**config.mk**
```make
export PLATFORM = sky130hd
export DESIGN_NAME = alu_seq_flat
export DESIGN_NICKNAME = d
export VERILOG_FILES = /design/src/rtl/alu_seq_pkg.sv /design/src/rtl/alu_seq_if.sv /design/src/rtl/alu_comb.sv /design/src/rtl/alu_seq.sv /design/src/flat_wrapper.sv
export SDC_FILE = /design/constraint.sdc
export NUM_CORES = 1
export LEC_CHECK = 0
export CAP_MARGIN = 20
export CELL_PAD_IN_SITES_DETAIL_PLACEMENT = 1
export CELL_PAD_IN_SITES_GLOBAL_PLACEMENT = 1
export CORE_ASPECT_RATIO = 1.25
export CORE_MARGIN = 2
export CORE_UTILIZATION = 45
export CTS_CLUSTER_DIAMETER = 40
export DETAILED_ROUTE_END_ITERATION = 7
export GPL_TIMING_DRIVEN = 0
export PLACE_DENSITY_LB_ADDON = 0.1
export SYNTH_ARGS = -nofsm -noshare
export SYNTH_HDL_FRONTEND = slang
export SYNTH_SLANG_ARGS = --single-unit
```
**constraint.sdc**
```tcl
create_clock -name clk -period 4.15 [get_ports clk]
set_input_delay 0.415 -clock clk [delete_from_list [all_inputs] [get_ports clk]]
set_output_delay 0.415 -clock clk [all_outputs]
set_load 0.01 [all_outputs]
```
**src/rtl/alu_seq_pkg.sv**
```systemverilog
// Shared op codes and FSM state type for the registered, handshaked ALU.
package alu_seq_pkg;

    localparam logic [3:0] OP_ADD  = 4'b0000;
    localparam logic [3:0] OP_SUB  = 4'b0001;
    localparam logic [3:0] OP_MAX  = 4'b0010;
    localparam logic [3:0] OP_MIN  = 4'b0011;
    localparam logic [3:0] OP_AND  = 4'b0100;
    localparam logic [3:0] OP_OR   = 4'b0101;
    localparam logic [3:0] OP_XOR  = 4'b0110;
    localparam logic [3:0] OP_XNOR = 4'b0111;
    localparam logic [3:0] OP_MUL  = 4'b1000;

    typedef enum logic {
        ST_IDLE,
        ST_MUL
    } state_t;

endpackage

```
**src/rtl/alu_seq_if.sv**
```systemverilog
// Operand/result handshake bundle between an operand source (master) and alu_seq (slave).
interface alu_seq_if #(
    parameter int WIDTH = 16
);
    logic             in_valid;
    logic             in_ready;
    logic [WIDTH-1:0] a;
    logic [WIDTH-1:0] b;
    logic [3:0]       op;
    logic             out_valid;
    logic             out_ready;
    logic [WIDTH-1:0] y;
    logic             cout;
    logic             zero;
    logic             err;

    modport master (
        output in_valid, a, b, op, out_ready,
        input  in_ready, out_valid, y, cout, zero, err
    );

    modport slave (
        input  in_valid, a, b, op, out_ready,
        output in_ready, out_valid, y, cout, zero, err
    );
endinterface

```
**src/rtl/alu_comb.sv**
```systemverilog
// Combinational function of the eight single-cycle ops; any other code yields {cout, y} = 0.
module alu_comb
    import alu_seq_pkg::*;
#(
    parameter int WIDTH = 16
) (
    input  logic [WIDTH-1:0] a,
    input  logic [WIDTH-1:0] b,
    input  logic [3:0]       op,
    output logic [WIDTH-1:0] y,
    output logic             cout
);

    always_comb begin
        y    = '0;
        cout = 1'b0;
        case (op)
            OP_ADD:  {cout, y} = {1'b0, a} + {1'b0, b};
            // The extra top bit of the difference is set exactly when a < b.
            OP_SUB:  {cout, y} = {1'b0, a} - {1'b0, b};
            OP_MAX:  y = (a >= b) ? a : b;
            OP_MIN:  y = (a <= b) ? a : b;
            OP_AND:  y = a & b;
            OP_OR:   y = a | b;
            OP_XOR:  y = a ^ b;
            OP_XNOR: y = ~(a ^ b);
            default: ;
        endcase
    end

endmodule

```
**src/rtl/alu_seq.sv**
```systemverilog
// Registered ALU with valid/ready handshake, one buffered result and a shift-add multiplier.
module alu_seq
    import alu_seq_pkg::*;
#(
    parameter int WIDTH = 16
) (
    input  logic       clk,
    input  logic       rst_n,
    alu_seq_if.slave   bus
);

    localparam int CNT_W = $clog2(WIDTH + 1);

    state_t             state, state_next;
    logic [2*WIDTH-1:0] mul_a, acc, acc_next;
    logic [WIDTH-1:0]   mul_b;
    logic [CNT_W-1:0]   count;

    logic               out_valid_q, cout_q, zero_q, err_q;
    logic [WIDTH-1:0]   y_q;

    logic               ready, accept, op_is_mul, op_reserved, mul_done;
    logic [WIDTH-1:0]   comb_y;
    logic               comb_cout;

    alu_comb #(.WIDTH(WIDTH)) u_alu_comb (
        .a    (bus.a),
        .b    (bus.b),
        .op   (bus.op),
        .y    (comb_y),
        .cout (comb_cout)
    );

    always_ff @(posedge clk) begin
        if (!rst_n) state <= ST_IDLE;
        else        state <= state_next;
    end

    always_comb begin
        state_next = state;
        case (state)
            ST_IDLE: if (accept && op_is_mul) state_next = ST_MUL;
            ST_MUL:  if (mul_done)            state_next = ST_IDLE;
            default: state_next = ST_IDLE;
        endcase
    end

    always_comb begin
        op_is_mul   = (bus.op == OP_MUL);
        op_reserved = bus.op[3] && !op_is_mul;
        ready       = (state == ST_IDLE) && (!out_valid_q || bus.out_ready);
        accept      = bus.in_valid && ready;
        mul_done    = (state == ST_MUL) && (count == CNT_W'(WIDTH - 1));
        // mul_b shifts right each iteration, so bit 0 is always the original b[count].
        acc_next    = acc + (mul_b[0] ? mul_a : '0);
    end

    always_ff @(posedge clk) begin
        if (!rst_n) begin
            mul_a       <= '0;
            mul_b       <= '0;
            acc         <= '0;
            count       <= '0;
            out_valid_q <= 1'b0;
            y_q         <= '0;
            cout_q      <= 1'b0;
            zero_q      <= 1'b0;
            err_q       <= 1'b0;
        end else begin
            if (accept && op_is_mul) begin
                mul_a <= {{WIDTH{1'b0}}, bus.a};
                mul_b <= bus.b;
                acc   <= '0;
                count <= '0;
            end else if (state == ST_MUL) begin
                acc   <= acc_next;
                mul_a <= mul_a << 1;
                mul_b <= mul_b >> 1;
                count <= count + CNT_W'(1);
            end

            if (accept && !op_is_mul) begin
                y_q         <= comb_y;
                cout_q      <= comb_cout;
                zero_q      <= (comb_y == '0);
                err_q       <= op_reserved;
                out_valid_q <= 1'b1;
            end else if (mul_done) begin
                y_q         <= acc_next[WIDTH-1:0];
                cout_q      <= |acc_next[2*WIDTH-1:WIDTH];
                zero_q      <= (acc_next[WIDTH-1:0] == '0);
                err_q       <= 1'b0;
                out_valid_q <= 1'b1;
            end else if (bus.out_ready) begin
                out_valid_q <= 1'b0;
            end
        end
    end

    assign bus.in_ready  = ready;
    assign bus.out_valid = out_valid_q;
    assign bus.y         = y_q;
    assign bus.cout      = cout_q;
    assign bus.zero      = zero_q;
    assign bus.err       = err_q;

endmodule

```
**src/flat_wrapper.sv**
```systemverilog
// flat-port wrapper written by rule: the top's interface ports become plain ports
module alu_seq_flat import alu_seq_pkg::*;
#(
    parameter int WIDTH = 16
)
  (clk, rst_n, bus_in_valid, bus_a, bus_b, bus_op, bus_out_ready, bus_in_ready, bus_out_valid, bus_y, bus_cout, bus_zero, bus_err);
  alu_seq_if #(.WIDTH(WIDTH)) bus_i ();
  input  logic clk;
  input  logic rst_n;
  input wire logic [$bits(bus_i.in_valid)-1:0] bus_in_valid;
  input wire logic [$bits(bus_i.a)-1:0] bus_a;
  input wire logic [$bits(bus_i.b)-1:0] bus_b;
  input wire logic [$bits(bus_i.op)-1:0] bus_op;
  input wire logic [$bits(bus_i.out_ready)-1:0] bus_out_ready;
  output wire logic [$bits(bus_i.in_ready)-1:0] bus_in_ready;
  output wire logic [$bits(bus_i.out_valid)-1:0] bus_out_valid;
  output wire logic [$bits(bus_i.y)-1:0] bus_y;
  output wire logic [$bits(bus_i.cout)-1:0] bus_cout;
  output wire logic [$bits(bus_i.zero)-1:0] bus_zero;
  output wire logic [$bits(bus_i.err)-1:0] bus_err;
  assign bus_i.in_valid = bus_in_valid;
  assign bus_i.a = bus_a;
  assign bus_i.b = bus_b;
  assign bus_i.op = bus_op;
  assign bus_i.out_ready = bus_out_ready;
  assign bus_in_ready = bus_i.in_ready;
  assign bus_out_valid = bus_i.out_valid;
  assign bus_y = bus_i.y;
  assign bus_cout = bus_i.cout;
  assign bus_zero = bus_i.zero;
  assign bus_err = bus_i.err;
  alu_seq #(.WIDTH(WIDTH)) u_core (.clk(clk), .rst_n(rst_n), .bus(bus_i));
endmodule
```
== Word-level counts from Yosys, hierarchy flattened ==
Cells that the tools add are included.
Storage, ports and cells
  flip-flop bits (word level): 106
Cells by class
  $add $sub $neg: 4
  magnitude comparators: 2
  reductions and logical operators: 17
  mux-type cells: 23
  bitwise operators: 6
  equality and inequality tests: 9
Operator list (count)
  two-way mux 16 bit: 8
  one-hot mux 16 bit (8 select lines): 1
  adder 32 bit: 1
  logical NOT 16 bit: 2
  two-way mux 32 bit: 1
  adder 16 x 16 -> 17 bit: 1
  subtractor 16 x 16 -> 17 bit: 1
  bitwise AND 16 bit: 1
  == test 4 x 3 -> 1 bit, second input constant: 4
  greater-or-equal comparator 16 bit: 1
  <= comparator 16 bit: 1
  NOT 16 bit: 1
  OR 16 bit: 1
  OR reduction 16 bit: 1
  bitwise XOR 16 bit: 1
  two-way mux 1 bit: 11
  == test 4 x 2 -> 1 bit, second input constant: 2
  logical AND 1 bit: 6
  adder 5 x 1 -> 5 bit, second input constant: 1
  == test 5 x 4 -> 1 bit, second input constant: 1
  == test 4 x 1 -> 1 bit, second input constant: 1
  == test 4 bit, second input constant: 1
  logical NOT 4 bit: 1
  one-hot mux 1 bit (2 select lines): 2
  6 further kinds: 9

== Longest topological paths before layout ==
  depth after elaboration: 7
  mapped depth: 16

== Modules after synthesis ==
Synthesis repeated with hierarchy kept, for this count alone.
Second synthesis, totals
  cells, all modules: 1273
  area, all modules: 9628.0 sq um
Modules (own cells, without submodules)
  alu_seq: cells each 751, seq. area each 2122.0 sq um, area an instance 6224.7 sq um, instances 1
  alu_comb: cells each 522, seq. area each 0.0 sq um, area an instance 3403.3 sq um, instances 1

== Worst setup path before layout ==
Ideal clock, no wire load.
  path type: input to register
  start point: in bus_b[14]
  end point: reg u_core.zero_q (netlist: u_core.bus.zero)
  stages on the path: 15
  required time: 4077 ps
  setup time: 73 ps
  path slack: 847 ps
  arrival time: 3230 ps
  cells stage by stage: inv_1 ha_1 buf_6 or4_4 or2_4 a211o_4 and3_4 buf_6 nand2_8 buf_12 o21ai_2 a211o_1 nor4_2 nand4_1 o22ai_2
On the way
  longest elaborated chain between the ends: 5
  elaborated cells between the ends (all ways): 13
  classes of those cells: add/sub (2); order compare (2); mux (4); bitwise (4); reduce/logical (1)
RTL lines
  start, declared: RTL line flat_wrapper.sv:12  | input wire logic [$bits(bus_i.b)-1:0] bus_b;
  <= comparator 16 bit (tied with other cells): RTL line alu_comb.sv:22  | OP_MIN: y = (a <= b) ? a : b;
  two-way mux 16 bit (tied with other cells): RTL line alu_comb.sv:22
  one-hot mux 16 bit (8 select lines) *: RTL line alu_comb.sv:17  | case (op)
  logical NOT 16 bit *: RTL line alu_seq.sv:85  | zero_q <= (comb_y == '0);
  two-way mux 1 bit *: RTL line alu_seq.sv:82  | if (accept && !op_is_mul) begin
  end signal, assigned: RTL line alu_seq.sv:85
  end signal, assigned: RTL line alu_seq.sv:91  | zero_q <= (acc_next[WIDTH-1:0] == '0);
  end, declared: RTL line alu_seq.sv:19  | logic out_valid_q, cout_q, zero_q, err_q;
Every way passes the cells marked *; elsewhere a longest branch is shown, timed or not.
A chain may end at the register's enable or synchronous reset.

== Final worst setup path ==
  start point: in bus_b[6]
  end point: reg u_core.zero_q (netlist: u_core.bus.zero)
The elaborated chain is that of the path after synthesis.

==> key figures <==
Logic synthesis
  – Mux share of post-synthesis cell area: 0.07450
  – Synth Area in Compound Gates: 0.2391
  – Yosys Warn Count: 0
  – Xor/xnor share of the synthesized area: 0.05601
  – Ys flop type: dfxtp_1
  – Net Count, Synth: 1375
  – Adder-cell share of the synthesized area: 0.1139
  – Largest family of logic cells by synthesized area: compound AO/OA/AOI/OAI gates
  – Mapped Cells: 1250
  – Mapped cell area: 0.009539 mm2
  – Asr flop ratio synth: 0
  – Yosys reg bits: 106
  – Register area share after synthesis: 0.2225
  – Synth Area in Simple Gates: 0.2345
  – Synth cell types: 79
  – Post-synth EDFFs: 0
  – Syn avg cell area: 7.631 um2

Timing
  – Final hold vios: 0
  – Final Cycle Share: 0.9912
  – RSZ-0062 raised after global routing: true
  – Setup TNS Final: 0 ns
  – Fmax: 0.2431 GHz
  – Actual slew at the worst max-slew pin: 1.055 ns
  – Max-slew headroom: 0.2940
  – Post-layout min period: 4.114 ns
  – Finish-stage setup viols: 0
  – Worst Clk Skew: 0.01088 ns
  – WHS: 0.3239 ns
  – Max Slew Vio Count: 0

Routing
  – Vias/cell: 6.123
  – DRT Pass-1 Iters: 6
  – Routed len/inst: 22.30 um
  – Total wire length: 35610 um
  – Drt drc: 0
  – Total vias in the final route: 9778
  – 1st-iter DRT viols: 605
  – ANT nets after route: 0

Setup path
  – Worst setup EP type: flip-flop
  – Worst-path fanout max: 10
  – CP delay by family, top: simple AND/OR/NAND/NOR gates
  – Worst reg2reg setup slack: 0.19 ns
  – Reg-to-Reg End: u_core.bus.cout
  – Worst Reg2Reg Path Length in Cells: 13
  – Critical Path RT: 4.43 ns
  – WP data arrival: 4.39 ns
  – Worst Setup Start Kind: input port
  – Max incr delay on CP: 0.62 ns
  – Crit path kind: in -> reg
  – CP bufs+invs: 5
  – Worst path depth: 15
  – Slowest CP cell: clkdlybuf4s50_1
  – Crit path cell chain: clkdlybuf4s50_1 > inv_1 > ha_1 > buf_2 > or4_4 > nand4b_1 > nor2_2 > clkbuf_4 > buf_2 > nor3_1 > o21ai_0 > nand4_1 > nor3_1 > nand4_1 > o22ai_2
  – Worst r2r src: u_core.mul_b[0]

Placed design
  – I/O Buffers: 58
  – Placer Congestion: 0.9401
  – Post-DP HPWL: 28400 um
  – Placed Cells: 1583

Global routing
  – Antenna violations before repair: 0
  – First-pass GRT wire length: 56050 um
  – Largest net degree at the start of global routing: 20
  – Vias in the first global route: 10192
  – Total gr overflow: 0
  – GRT Total Usage: 0.3160

Die
  – Die H: 166.8 um
  – Core area: 0.02082 mm2
  – Initial core utilization: 0.4582
  – Die area: 0.02239 mm2
  – Cell row count: 59
  – IO Pins: 61
  – Die W: 134.2 um

Cells and area
  – Area of the multi-input gates: 0.006954 mm2
  – Non-Filler Instances: 1597
  – Number of fill cells: 2629
  – Share of cells above drive strength 1: 0.06274
  – Final Core Density: 0.5230
  – Layout area overhead: 14.14%
  – Nets: 1443
  – Most frequent cells in the layout: 144 x nor2_1, 114 x a21oi_1, 105 x dfxtp_1
  – Reg area: 0.002123 mm2
  – # diodes: 0
  – Commonest non-fill, non-tap cell in the layout: nor2_1

Clock tree
  – Clock Pin Slew Worst Setup and Hold Paths: 0.08 ns
  – Num CTS Buffers: 9
  – Max Buffers Root-to-Sink: 2
  – Hold buffer count at CTS: 0
  – Root Buffer: clkbuf_16
  – Worst-Skew Late Latency: 0.36 ns
  – Clock Sinks: 106
  – CTS tree: yes
  – H-tree depth: 3

Pwr
  – Final Power: 2626 uW
  – Pwr dens: 241.2 mW/mm2
  – VDD IR max: 0.1959 mV
  – Static leakage: 0.004334 uW

Min path
  – Hold Path Sink: u_core.bus.err
  – WHS Path Cells: 3
  – Min-delay src: bus_op[3]
  – Hold crit path type: in -> reg

Run
  – Number of max-cap violations: 0

Status
  – Status: complete, no violations
-- state kept, by name, summed over array words and instances (netlist names) --
| signal | cells |
|---|---|
| u_core.state | 1 |
| u_core.bus.err | 1 |
| u_core.count | 5 |
| u_core.mul_a | 32 |
| u_core.acc | 32 |
| u_core.bus.y | 16 |
| u_core.mul_b | 16 |
| u_core.bus.cout | 1 |
| u_core.bus.zero | 1 |
| u_core.bus.out_valid | 1 |
-- through the flow --
stage | cell area [um2] | setup WS [ns]
6_report | 10890 | 0.03632
4_1_cts | 10820 | 0.001259
3_5_place_dp | 10480 | -0.7344
2_1_floorplan | 9539 | 0.8467
3_3_place_gp | 10460 | -0.7026
5_1_grt | 10890 | -0.07150
-- cell usage after synthesis, types with 9 or more instances --
cell,n,share of area
a211oi_1,42,0.033
a21oi_1,115,0.060
a22oi_1,25,0.020
and2_1,36,0.024
and3_1,11,0.0072
buf_1,10,0.0039
buf_2,9,0.0047
clkbuf_1,50,0.020
dfxtp_1,106,0.22
ha_1,82,0.11
inv_1,57,0.022
mux2i_1,71,0.075
nand2_1,95,0.037
nand2b_1,12,0.0079
nand3_1,39,0.020
nor2_1,146,0.057
nor2b_1,16,0.010
nor3_1,29,0.015
o211ai_1,13,0.010
o21ai_0,52,0.027
xnor2_1,25,0.023
xor2_1,36,0.033
-- area by class of cell --
class,count,area share
tap,274,0.03149
inverter,59,0.02034
clock buffer,10,0.02103
multi-input combinational,1010,0.6387
timing repair buffer,60,0.05596
sequential,106,0.1950
buffer,72,0.03229
clock inverter,6,0.005171
-- power by group --
group | internal (uW) | total [uW] | switching, uW
sequential | 1040 | 1050 | 15.9
clock | 422 | 849 | 427
combinational | 276 | 725 | 449
total | 1730 | 2630 | 892
-- worst max-delay path by stage --
| stage | from | to |
|---|---|---|
| 6_report | bus_b[6] | u_core.bus.zero |
| 4_1_cts | bus_a[8] | u_core.bus.zero |
| 3_3_place_gp | bus_b[12] | u_core.bus.zero |
| 5_1_grt | bus_a[3] | u_core.bus.zero |
| 2_1_floorplan | bus_b[14] | u_core.bus.zero |
| 3_5_place_dp | bus_a[12] | u_core.bus.zero |
-- tightest hold or removal path, cell delays in order --
cell and delay [ns]:
buf_6 0.12, nand2_1 0.06, a21oi_1 0.05
-- logic make-up (layout without fill, tap and decap cells) --
kind of cell	Yosys count	in the layout
flip-flops	106	106
AO/OA/AOI/OAI	347	347
XOR/XNOR	61	61
buffers and inverters	134	207
AND/OR/NAND/NOR	446	446
adder cells (fa/ha/maj)	85	85
multiplexers	71	71
-- routing by layer --
metal,up-vias,share of wire,track usage
met5,-,0,0
met4,0,0.042,0.1346
met3,90,0.030,0.02283
met2,233,0.52,0.5881
met1,4826,0.41,0.3674
li1,4629,-,-
-- timing repair --
action | CTS | global route
pin swaps | 0 | 3
gates cloned | 0 | 0
buffers inserted | 0 | 1
resized for setup | 16 | 24
endpoints found under the setup margin | 15 | 12
hold endpoints to repair | 0 | 0
Note: power is estimated with default switching activity, not from simulation.
